### src/rtl/mag_sched.sv
// Round-robin scheduler that shares one vector-magnitude unit between two sample streams.
// Define MAG_TIMEOUT_EN to build the WAIT timeout counter and the m_err error path.
module mag_sched #(
  parameter int DW          = 16,
  parameter int TIMEOUT_CYC = 64
) (
  input  logic            clk,
  input  logic            reset_n,
  input  logic            s0_valid,
  input  logic [3*DW-1:0] s0_xyz,
  output logic            s0_ready,
  input  logic            s1_valid,
  input  logic [3*DW-1:0] s1_xyz,
  output logic            s1_ready,
  output logic            mag_start,
  output logic [DW-1:0]   mag_x,
  output logic [DW-1:0]   mag_y,
  output logic [DW-1:0]   mag_z,
  input  logic [DW-1:0]   mag_result,
  input  logic            mag_valid,
  output logic            m_valid,
  input  logic            m_ready,
  output logic [DW-1:0]   m_mag,
  output logic            m_src,
  output logic            m_err,
  output logic            busy
);

  typedef enum logic [1:0] {IDLE, ISSUE, WAIT, OUT} state_t;

  state_t          state, state_nx;
  logic            rr;
  logic            src;
  logic            grant_any;
  logic            grant_sel;
  logic            timeout_hit;
  logic [3*DW-1:0] grant_xyz;

  if (TIMEOUT_CYC < 2) begin : g_param_check
    $error("mag_sched: TIMEOUT_CYC must be at least 2");
  end

  // rr only breaks ties; a lone requester is granted regardless of the pointer.
  assign grant_any = s0_valid | s1_valid;
  assign grant_sel = (s0_valid && s1_valid) ? rr : s1_valid;
  assign grant_xyz = grant_sel ? s1_xyz : s0_xyz;

  assign s0_ready  = (state == IDLE) && grant_any && !grant_sel;
  assign s1_ready  = (state == IDLE) && grant_any &&  grant_sel;
  assign mag_start = (state == ISSUE);
  assign m_valid   = (state == OUT);
  assign busy      = (state != IDLE);
  assign m_src     = src;

`ifdef MAG_TIMEOUT_EN
  localparam int CW = $clog2(TIMEOUT_CYC);

  logic [CW-1:0] cnt;
  logic          err_q;

  assign timeout_hit = (cnt == CW'(TIMEOUT_CYC - 1));
  assign m_err       = err_q;

  always_ff @(posedge clk or negedge reset_n) begin
    if (!reset_n) begin
      cnt   <= '0;
      err_q <= 1'b0;
    end else begin
      if (state == ISSUE) begin
        cnt <= '0;
      end else if (state == WAIT) begin
        if (mag_valid) begin
          err_q <= 1'b0;
        end else if (timeout_hit) begin
          err_q <= 1'b1;
        end else begin
          cnt <= cnt + 1'b1;
        end
      end
    end
  end
`else
  assign timeout_hit = 1'b0;
  assign m_err       = 1'b0;
`endif

  // NOTE: every combinational output gets a default before the case so no path can infer a latch.
  always_comb begin
    state_nx = state;
    unique case (state)
      IDLE:    if (grant_any)                 state_nx = ISSUE;
      ISSUE:                                  state_nx = WAIT;
      WAIT:    if (mag_valid || timeout_hit)  state_nx = OUT;
      OUT:     if (m_ready)                   state_nx = IDLE;
      default:                                state_nx = IDLE;
    endcase
  end

  // NOTE: state is updated with non-blocking assignments so every register samples pre-edge values.
  always_ff @(posedge clk or negedge reset_n) begin
    if (!reset_n) begin
      state <= IDLE;
    end else begin
      state <= state_nx;
    end
  end

  always_ff @(posedge clk or negedge reset_n) begin
    if (!reset_n) begin
      rr    <= 1'b0;
      src   <= 1'b0;
      mag_x <= '0;
      mag_y <= '0;
      mag_z <= '0;
      m_mag <= '0;
    end else begin
      if (state == IDLE && grant_any) begin
        mag_x <= grant_xyz[DW-1:0];
        mag_y <= grant_xyz[2*DW-1:DW];
        mag_z <= grant_xyz[3*DW-1:2*DW];
        src   <= grant_sel;
        rr    <= ~grant_sel;
      end
      // A result arriving on the timeout cycle still wins over the error.
      if (state == WAIT) begin
        if (mag_valid) begin
          m_mag <= mag_result;
        end else if (timeout_hit) begin
          m_mag <= '0;
        end
      end
    end
  end

endmodule

### config.mk
export PLATFORM = sky130hd
export DESIGN_NAME = mag_sched
export DESIGN_NICKNAME = d
export VERILOG_FILES = /design/src/rtl/mag_sched.sv
export SDC_FILE = /design/constraint.sdc
export NUM_CORES = 1
export LEC_CHECK = 0
export CAP_MARGIN = 10
export CORE_MARGIN = 2
export CORE_UTILIZATION = 39
export CTS_CLUSTER_SIZE = 14
export DETAILED_ROUTE_END_ITERATION = 12
export HOLD_SLACK_MARGIN = 0.02
export PLACE_DENSITY = 0.83
export RECOVER_POWER = 25
export SYNTH_ARGS = -nofsm -noshare
export SYNTH_HDL_FRONTEND = slang
export SYNTH_SLANG_ARGS = --single-unit
### constraint.sdc
create_clock -name clk -period 5.7 [get_ports clk]
set_clock_uncertainty 0.1 [all_clocks]
set_input_delay 1.71 -clock clk [delete_from_list [all_inputs] [get_ports clk]]
set_output_delay 1.71 -clock clk [all_outputs]
set_load 0.01 [all_outputs]
==> Word-level counts from Yosys, hierarchy flattened <==
Index checks and enable logic that the tools add are counted.
{ "totals": {"regBits": 68, "inputBits": 118, "output_inout_bits": 71, "elab_cells": 30} }
{ "op_classes": {"n_eq_ne": 6, "mux": 6, "n_bitwise": 2, "n_reduce_logical": 9} }
{ "ops": {"columns": ["operator", "n"], "rows": [
  ["48-bit two-way mux", 1],
  ["2-bit case mux with 4 select lines", 1],
  ["2-bit two-way mux", 3],
  ["2-bit equality test, second input constant", 2],
  ["1-bit logical AND", 4],
  ["2-bit != test, second input constant", 2],
  ["3-bit AND reduction", 1],
  ["2-bit by 1-bit equality test with 1-bit output, second input constant", 1],
  ["2-bit zero test", 1],
  ["2-bit by 1-bit != test with 1-bit output, second input constant", 1],
  ["2-bit AND reduction", 1],
  ["2-bit nonzero test", 1],
  ["1-bit zero test", 1],
  ["1-bit two-way mux", 1],
  ["1-bit inverter", 1],
  ["1-bit OR", 1]
]} }

==> Depth between registers and ports, before layout <==
Gate-level depths: netlist of run 1.
{ "logic_depth": {"word_depth": 4, "mapped_depth": 7, "mapped_depth_nobuf": 5} }

==> Worst setup path before layout of run 1 <==
OpenSTA, ideal clock, no wires.
{ "synth_path": {"path_kind": "input to output", "from": "input s0_valid", "to": "output s0_ready", "arrival_time_ps": 2236, "t_required_ps": 3890, "slack_ps": 1654, "stages": 4, "path_buffers": 2, "cell_sequence": "and2_4 -> buf_6 -> buf_6 -> and2_1"} }
{ "synth_via": {"elab_chain_cells": 4, "elab_cells_between_ends": 6, "cone_classes": "mux (1); bitwise (1); reduce/logical (4)"} }
{ "synth_lines": {"columns": ["element", "line", "text"], "rows": [
  ["from (decl)", "9", "input logic s0_valid,"],
  ["1-bit logical AND", "45", "assign grant_sel = (s0_valid && s1_valid) ? rr : s1_valid;"],
  ["1-bit two-way mux", "45", null],
  ["1-bit zero test", "48", "assign s0_ready = (state == IDLE) && grant_any && !grant_sel;"],
  ["1-bit logical AND (*)", "48", null],
  ["to (decl)", "11", "output logic s0_ready,"]
]} }
Mark *: on every way between the ends. The rest lies on a longest branch, timed or not.

==> Final worst setup path of run 1 <==
Same ends and word-level chain as after synthesis.

==> metrics.csv, run 1 <==
metric,value,unit
layout-drive-gt1-share,9.95,%
cts_max_level,3,
start_util,40.4,%
dpl.hpwl,6.71,mm
antenna_cells,0,
place_ws,0.621,ns
slowest_stage,clkdlybuf4s50_1,
cts_buffer_depth,2,
core,0.00729,mm²
fin_cells,511,
rsz0062_at_grt,false,
p_switching,0.000818,W
violations,"max-capacitance violations, max-slew violations",
worst-path-buf-inv,2,
crit_start,s0_valid,
crit_fanout,4,
die_area,0.00827,mm²
yosysWarningCount,0,
reg2regPathDepth,6,
syn2layout_area_growth,72.7,%
pwr-share-seq,34.1,%
whs_path_depth,1,
cts.sinks,68,
fmax,197,MHz
die_h,90.9,µm
dr.pass1.iters,4,
syn_area,0.00295,mm²
postSynthNetCount,348,
ios,189,
grt_max_degree,50,
yosys-top-cells-area,"dfrtp_1, a221o_1, and3_1, mux2_2, ha_1",
powerDensity,498,mW/mm²
clk_pin_slew,0.08,ns
drv_slew,71,
vias_per_cell,5.25,
cp_common_cell,clkdlybuf4s50_1,
final_antenna_net_count,0,
grt_overflow,0,
cts_hold_buf,0,
cts_tree,done,
crit_family,buffers and inverters,
cts-resized-gates,0,
layout_common_cells,"clkdlybuf4s50_1, dfrtp_1, and3_1, a221o_1, mux2_2",
arrival,3.25,ns
nets,529,
setup_violations,0,
wl_per_cell,18.0,µm
slew_headroom,-36.1,%
fp.dieW,90.9,µm
maxCapViolations,2,
worst_slew_pin_slew,2.04,ns
routed_wl,9.20,mm
grt_antenna_before_repair,0,
vdd_drop_max,0.000215,V
crit_cells,4,
p_leak,2.30,nW
worst-setup-path-type,in -> out,
hold_violations,0,
path_cells,clkdlybuf4s50_1 -> and2_4 -> and2_1 -> clkdlybuf4s50_1,
regArea,0.00170,mm²
cts_setup_buffers,0,
final_common_cell,clkdlybuf4s50_1,
timing.rr.end,mag_y[14],
synth-seq-cells,68,
place.gp.congestion,0.797,
hold_path.class,reg -> reg,
yosysSeqAreaShare,57.7,%
r2r_slack,3.66,ns
setup_slack,0.635,ns
avgSynthCellArea,13.0,µm²
critPathRequiredTime,3.89,ns
vias,2684,
tns,0,ns
nFillCells,559,
clockPowerShare,16.9,%
cts_buffers,9,
multi_input_area,0.00113,mm²
root_buffer,clkbuf_8,
p_sw_share,32.3,%
slowest_delay,0.62,ns
std_cell_rows,31,
cp-start-kind,input pin,
crit_end,s0_ready,
synth_largest_area_cell,dfrtp_1,
drtIter0Drc,133,
p_comb_share,49.1,%
status,"finished, violations left",
clock_latency,0.33,ns
synth_cells,226,
synth_top_area_share,57.7,%
dp.cells,495,
grt_pass1_wl,14.7,mm
final.period_utilization,88.9,%
port_buffers,187,
critPathCaptureType,output pin,
r2r-start,state[0],
finalCriticalPeriod,5.06,ns
track_usage,22.8,%
p_int,0.00172,W
grt_pass1_vias,2852,
drc,0,
ys_types,22,
==> sequential cells by signal (all words and copies together), names as in the netlist <==
register / count
mag_z: 16
m_src: 1
mag_y: 16
state: 2
mag_x: 16
rr: 1
m_mag: 16
==> cell families after synthesis <==
| logic type | Yosys count | synth area share, % |
|---|---|---|
| other | 1 | 0.127 |
| AO/OA/AOI/OAI | 54 | 17.8 |
| multiplexers | 17 | 6.50 |
| AND/OR/NAND/NOR | 55 | 11.5 |
| buffers and inverters | 27 | 4.63 |
| adder cells (fa/ha/maj) | 4 | 1.70 |
| flip-flops | 68 | 57.7 |
==> worst min-delay path by stage <==
stage,from,end,slack (ns)
5_1_grt,m_src,m_src,0.43
3_3_place_gp,m_src,m_src,0.36
4_1_cts,m_src,m_src,0.39
2_1_floorplan,rr,rr,0.39
6_report,m_src,m_src,0.39
3_5_place_dp,m_src,m_src,0.37
==> routing by layer <==
layer / share of wire, % / vias to the layer above / GRT usage [%]
met3: 6.6 / 20 / 6.59
met2: 51 / 125 / 38.6
met5: 0 / - / 0
met1: 40 / 1298 / 27.6
li1: - / 1241 / -
met4: 2.3 / 0 / 8.33
==> cell usage after synthesis (all sizes together) <==
library cell,count
dfrtp,68
ha,4
o32a,1
o21ai,1
clkbuf,11
conb,1
inv,5
nand2,3
a221o,48
buf,11
nor2,1
and2,2
a21o,2
mux2,17
and3,48
a221oi,1
nor2b,1
a21oi,1
==> area by class of cell <==
type / instances / share of cell area, %
timing repair buffer: 192 / 37.3
clock buffer: 9 / 2.43
clock inverter: 7 / 1.79
sequential: 68 / 33.4
tap: 99 / 2.43
multi-input combinational: 131 / 22.2
inverter: 5 / 0.369
==> worst register-to-register path, delay by kind of cell, from the launching register on <==
| family | cells | cell delay (ns) |
|---|---|---|
| compound gates | 2 | 0.41 |
| fa+ha+maj | 1 | 0.34 |
| buf+inv | 2 | 0.56 |
| flops | 1 | 0.42 |
| simple gates | 1 | 0.15 |
==> through the flow <==
| step | power, W | hold slack, ns | utilization, % | instance area, µm² |
|---|---|---|---|---|
| final | 0.00254 | 0.385 | 69.8 | 5090 |
| after global routing | 0.00268 | 0.425 | 69.8 | 5090 |
| after CTS | 0.00256 | 0.392 | 69.9 | 5090 |
| after detailed placement | 0.00213 | 0.375 | 66.9 | 4880 |
| after global placement | 0.00208 | 0.360 | 66.9 | 4880 |
| after floorplan | 0.00143 | 0.392 | - | 2950 |
==> power groups by stage <==
stage | Clock [W] | Combinational, W | Sequential [W]
6_report | 0.000427 | 0.00124 | 0.000864
5_1_grt | 0.000450 | 0.00134 | 0.000894
4_1_cts | 0.000432 | 0.00126 | 0.000866
3_5_place_dp | 0 | 0.00126 | 0.000864
3_3_place_gp | 0 | 0.00122 | 0.000855
2_1_floorplan | 0 | 0.000477 | 0.000954
(Power assumes the default switching activity.)
==> run 2, diff against run 1 <==
--- a/config.mk
+++ b/config.mk
@@ -7,11 +7,11 @@
 export LEC_CHECK = 0
 export CAP_MARGIN = 10
 export CORE_MARGIN = 2
-export CORE_UTILIZATION = 39
+export CORE_UTILIZATION = 32
 export CTS_CLUSTER_SIZE = 14
 export DETAILED_ROUTE_END_ITERATION = 12
 export HOLD_SLACK_MARGIN = 0.02
-export PLACE_DENSITY = 0.83
+export PLACE_DENSITY = 0.7
 export RECOVER_POWER = 25
 export SYNTH_ARGS = -nofsm -noshare
 export SYNTH_HDL_FRONTEND = slang
==> run 2 against run 1 <==
Effect of this change: the flow still finishes with violations (max-capacitance violations, max-slew violations); wire length shrank 3.4%; combinational power is essentially flat; sequential share of layout area shrank 0.066 points; largest cell class unchanged; sequential cell count is the same.
==> metrics.csv, run 2 (same netlist as run 1, synthesis figures left out) <==
metric,value,unit,change
tns,0,ns,unchanged
vias_per_cell,5.14,,was 5.25
p_switching,0.000805,W,was 0.000818 W
hold_path_startpoint,m_src,,unchanged
cp_common_cell,clkdlybuf4s50_1,,unchanged
crit_family,buffers and inverters,,unchanged
worst-setup-path-type,in -> out,,unchanged
maxCapViolations,2,,unchanged
place.gp.congestion,0.763,,was 0.797
critPathRequiredTime,3.89,ns,about the same
holdPathEnd,m_src,,unchanged
status,"finished, violations left",,unchanged
dr.pass1.iters,5,,was 4
reg2regPathDepth,6,,unchanged
grt_overflow,0,,unchanged
r2r_slack,3.67,ns,was 3.66 ns
p_leak,2.29,nW,was 2.30 nW
final_antenna_net_count,0,,unchanged
port_buffers,187,,unchanged
cts_hold_buf,0,,unchanged
layout_common_cells,"clkdlybuf4s50_1, dfrtp_1, and3_1, a221o_1, mux2_2",,unchanged
slew_headroom,-36.0,%,was -36.1%
slowest_stage,clkdlybuf4s50_1,,unchanged
crit_fanout,4,,unchanged
powerDensity,491,mW/mm²,was 498 mW/mm²
place_ws,0.610,ns,was 0.621 ns
hold_path.class,reg -> reg,,unchanged
p_int,0.00170,W,was 0.00172 W
fmax,197,MHz,unchanged
grt_pass1_vias,2853,,was 2852
wl_per_cell,17.0,µm,was 18.0 µm
timing.rr.end,mag_x[5],,was mag_y[14]
clk_pin_slew,0.07,ns,was 0.08 ns
vdd_drop_max,0.000176,V,was 0.000215 V
setup_violations,0,,unchanged
routed_wl,8.88,mm,was 9.20 mm
cts_buffers,9,,unchanged
start_util,32.5,%,was 40.4%
final.period_utilization,88.9,%,about the same
whs_path_depth,1,,unchanged
nFillCells,798,,was 559
track_usage,18.4,%,was 22.8%
drc,0,,unchanged
worst-path-buf-inv,2,,unchanged
p_comb_share,49.6,%,was 49.1%
cts-resized-gates,0,,unchanged
syn2layout_area_growth,73.1,%,was 72.7%
rsz0062_at_grt,false,,unchanged
root_buffer,clkbuf_8,,unchanged
clock_latency,0.34,ns,was 0.33 ns
fp.dieW,100,µm,was 90.9 µm
cts_buffer_depth,2,,unchanged
cts.sinks,68,,unchanged
die_area,0.00999,mm²,was 0.00827 mm²
finalCriticalPeriod,5.06,ns,about the same
cts_max_level,3,,unchanged
grt_pass1_wl,14.2,mm,was 14.7 mm
nets,529,,unchanged
antenna_cells,0,,unchanged
vias,2689,,was 2684
layout-drive-gt1-share,9.95,%,unchanged
die_h,100,µm,was 90.9 µm
drv_slew,71,,unchanged
cts_tree,done,,unchanged
dpl.hpwl,6.25,mm,was 6.71 mm
r2r-start,state[0],,unchanged
final_common_cell,clkdlybuf4s50_1,,unchanged
clockPowerShare,16.5,%,was 16.9%
path_cells,clkdlybuf4s50_1 -> and2_4 -> and2_1 -> clkdlybuf4s50_1,,unchanged
slowest_delay,0.63,ns,was 0.62 ns
hold_violations,0,,unchanged
violations,"max-capacitance violations, max-slew violations",,unchanged
worst_slew_pin_slew,2.04,ns,about the same
grt_max_degree,50,,unchanged
std_cell_rows,35,,was 31
cp-start-kind,input pin,,unchanged
pwr-share-seq,33.9,%,was 34.1%
p_sw_share,32.2,%,was 32.3%
crit_start,s0_valid,,unchanged
drtIter0Drc,69,,was 133
core,0.00906,mm²,was 0.00729 mm²
grt_antenna_before_repair,0,,unchanged
cts_setup_buffers,0,,unchanged
ios,189,,unchanged
critPathCaptureType,output pin,,unchanged
arrival,3.25,ns,about the same
setup_slack,0.635,ns,about the same
-- run 2: how the worst max path moves through the flow --
stage          slack [ns]  endpoint  cells past startpoint
6_report             0.64  s0_ready                      4
5_1_grt              0.41  state[0]                      2
4_1_cts              0.61  s0_ready                      4
3_5_place_dp         0.61  s0_ready                      4
3_3_place_gp         0.65  s0_ready                      4
2_1_floorplan        1.65  s0_ready                      4
-- run 2: per-layer routing --
metal | vias up | part of all wire [%] | GRT usage [%]
li1 | 1238 | - | -
met1 | 1329 | 44 | 23.3
met2 | 115 | 48 | 30.5
met3 | 7 | 7.2 | 5.22
met4 | 0 | 0.86 | 5.69
met5 | - | 0 | 0
-- run 2: layout make-up --
type                            instances  area (µm²)  share of cell area (%)
Inverter                                5        18.8                   0.368
Clock inverter                          5        58.8                    1.15
Sequential cell                        68        1700                    33.4
Multi-Input combinational cell        131        1130                    22.2
Tap cell                              111         139                    2.72
Timing Repair Buffer                  192        1900                    37.2
Clock buffer                           11         151                    2.97
-- run 2: metrics by stage --
step	instance area, µm²	hold WS [ns]	utilization, %	power, W	instances
after floorplan	2950	0.392	-	0.00143	226
after global placement	4890	0.360	54.0	0.00209	507
after detailed placement	4890	0.365	54.0	0.00211	507
after CTS	5100	0.381	56.3	0.00254	523
after global routing	5100	0.390	56.3	0.00268	523
final	5100	0.378	56.3	0.00250	523
-- run 2: power groups by stage --
| stage | sequential [W] | combinational [W] | clock, W |
|---|---|---|---|
| final | 0.000848 | 0.00124 | 0.000413 |
| after global routing | 0.000878 | 0.00134 | 0.000455 |
| after floorplan | 0.000954 | 0.000477 | 0 |
| after CTS | 0.000850 | 0.00126 | 0.000428 |
| after global placement | 0.000851 | 0.00124 | 0 |
| after detailed placement | 0.000850 | 0.00126 | 0 |
==> run 3, diff against run 2 <==
--- a/config.mk
+++ b/config.mk
@@ -7,12 +7,13 @@
 export LEC_CHECK = 0
 export CAP_MARGIN = 10
 export CORE_MARGIN = 2
-export CORE_UTILIZATION = 32
+export CORE_UTILIZATION = 35
 export CTS_CLUSTER_SIZE = 14
 export DETAILED_ROUTE_END_ITERATION = 12
 export HOLD_SLACK_MARGIN = 0.02
-export PLACE_DENSITY = 0.7
+export PLACE_DENSITY = 0.76
 export RECOVER_POWER = 25
+export SKIP_CTS_REPAIR_TIMING = 1
 export SYNTH_ARGS = -nofsm -noshare
 export SYNTH_HDL_FRONTEND = slang
 export SYNTH_SLANG_ARGS = --single-unit
==> run 3 against run 2 <==
Effect of this change: fmax rose by 0.47%; register-to-register slack got worse by 0.03 ns; count of clock-buffer cells in the layout is the same; first-iteration DRC count rose by 80%; global-route usage up 1.4 points; critical path type unchanged; the flow still finishes with violations (max-capacitance violations, max-slew violations); worst hold slack better by 0.021 ns; cell count fell by 1.1%; via count rose by 0.63%; sequential cell count did not move; largest power group unchanged.
==> metrics.csv, run 3 (same netlist as run 1, synthesis figures left out) <==
metric,value,unit,change
status,"finished, violations left",,unchanged
violations,"max-capacitance violations, max-slew violations",,unchanged
core,0.00818,mm²,was 0.00906 mm²
routed_wl,9.09,mm,was 8.88 mm
worst-path-buf-inv,2,,unchanged
cp-start-kind,input pin,,unchanged
cts_tree,done,,unchanged
ios,189,,unchanged
path_cells,clkdlybuf4s50_1 -> and2_4 -> and2_1 -> clkdlybuf4s50_1,,unchanged
top_layer,met4,,unchanged
slowest_delay,0.62,ns,was 0.63 ns
p_comb_share,50.2,%,was 49.6%
fmax,198,MHz,was 197 MHz
whs,0.399,ns,was 0.378 ns
antenna_cells,0,,unchanged
drv_slew,71,,unchanged
start_util,36.0,%,was 32.5%
layout-drive-gt1-share,9.47,%,was 9.95%
drtIter0Drc,124,,was 69
grt_pass1_vias,2801,,was 2853
rsz0062_at_grt,false,,unchanged
port_buffers,187,,unchanged
vias_per_cell,5.23,,was 5.14
cts.sinks,68,,unchanged
crit_family,buffers and inverters,,unchanged
slowest_stage,clkdlybuf4s50_1,,unchanged
die_area,0.00917,mm²,was 0.00999 mm²
vdd_drop_max,0.000210,V,was 0.000176 V
worst_slew_pin_slew,1.99,ns,was 2.04 ns
final.period_utilization,88.4,%,was 88.9%
tns,0,ns,unchanged
wl_met2,4.60,mm,was 4.27 mm
powerDensity,490,mW/mm²,was 491 mW/mm²
dpl.hpwl,6.44,mm,was 6.25 mm
p_int,0.00167,W,was 0.00170 W
p_switching,0.000807,W,was 0.000805 W
arrival,3.23,ns,was 3.25 ns
grt_antenna_before_repair,0,,unchanged
setup_violations,0,,unchanged
cts_buffer_depth,2,,unchanged
maxCapViolations,2,,unchanged
clk_pin_slew,0.07,ns,about the same
grt_pass1_wl,14.0,mm,was 14.2 mm
cts_max_level,3,,unchanged
place.gp.congestion,0.732,,was 0.763
pwr-share-seq,34.5,%,was 33.9%
layout_common_cells,"clkdlybuf4s50_1, dfrtp_1, and3_1, a221o_1, mux2_2",,unchanged
track_usage,19.8,%,was 18.4%
p_leak,2.28,nW,was 2.29 nW
hold_path.class,reg -> reg,,unchanged
vias,2706,,was 2689
syn2layout_area_growth,71.9,%,was 73.1%
nets,529,,unchanged
finalCriticalPeriod,5.04,ns,was 5.06 ns
critPathCaptureType,output pin,,unchanged
die_h,95.8,µm,was 100 µm
wl_per_cell,17.6,µm,was 17.0 µm
drt-met1-wl,3.63,mm,was 3.89 mm
clock_latency,0.33,ns,was 0.34 ns
slew_headroom,-32.4,%,was -36.0%
grt_overflow,0,,unchanged
wl_met3,714,µm,was 640 µm
root_buffer,clkbuf_8,,unchanged
power,0.00248,W,was 0.00250 W
drc,0,,unchanged
fp.dieW,95.8,µm,was 100 µm
hold_violations,0,,unchanged
grt_max_degree,50,,unchanged
crit_fanout,4,,unchanged
nFillCells,657,,was 798
critPathRequiredTime,3.89,ns,about the same
dr.pass1.iters,5,,unchanged
p_sw_share,32.6,%,was 32.2%
std_cell_rows,33,,was 35
final_common_cell,clkdlybuf4s50_1,,unchanged
clockPowerShare,15.3,%,was 16.5%
cts_buffers,9,,unchanged
worst-setup-path-type,in -> out,,unchanged
final_antenna_net_count,0,,unchanged
cp_common_cell,clkdlybuf4s50_1,,unchanged
## run 3: cell count changes in the layout (fill, tap and decap cells not counted), sizes merged
cell	delta
inv	-1
clkinvlp	-1
clkinv	+2
## run 3: worst paths after layout
check | start | to | slack (ns) | cells after the start
max | s0_valid | s0_ready | 0.66 | 4
min | m_src | m_src | 0.40 | 1
max reg2reg | state[1] | mag_z[0] | 3.64 | 6
min reg2reg | m_src | m_src | 0.40 | 1
max in group asynchronous | reset_n | m_mag[3] | 1.19 | 2
min in group asynchronous | reset_n | m_mag[0] | 1.71 | 1
## run 3: layout make-up
class	count	area (µm²)	area share, %
timing repair buffer	192	1900	37.5
sequential	68	1700	33.6
multi-input combinational	131	1130	22.3
clock buffer	11	131	2.59
tap	105	131	2.59
clock inverter	5	52.6	1.04
inverter	5	18.8	0.370
## run 3: layer usage
| metal | vias to the layer above | GRT usage (%) |
|---|---|---|
| met1 | 1323 | 24.1 |
| met2 | 127 | 34.3 |
| met5 | - | 0 |
| li1 | 1242 | - |
| met4 | 0 | 7.14 |
| met3 | 14 | 4.54 |
## run 3: metrics by stage
step | cell area (µm²) | util (%) | cells | setup WS, ns
finish | 5070 | 62.0 | 517 | 0.659
global route | 5070 | 62.0 | 517 | 0.442
CTS | 5070 | 62.0 | 517 | 0.653
detailed placement | 4890 | 59.8 | 501 | 0.658
global placement | 4890 | 59.8 | 501 | 0.664
floorplan | 2950 | - | 226 | 1.65
## run 3: worst reg2reg max path, stage by stage, from the launching register on
cell	delay (ns)
dfrtp_1	0.42
inv_1	0.10
ha_1	0.33
nand2_1	0.15
a21oi_4	0.15
buf_4	0.49
a221o_1	0.27
## run 3: power by group through the flow
| stage | Sequential (W) | Clock, W | Combinational [W] |
|---|---|---|---|
| finish | 0.000856 | 0.000379 | 0.00125 |
| global route | 0.000885 | 0.000409 | 0.00134 |
| CTS | 0.000858 | 0.000390 | 0.00126 |
| detailed placement | 0.000857 | 0 | 0.00126 |
| global placement | 0.000853 | 0 | 0.00123 |
| floorplan | 0.000954 | 0 | 0.000477 |
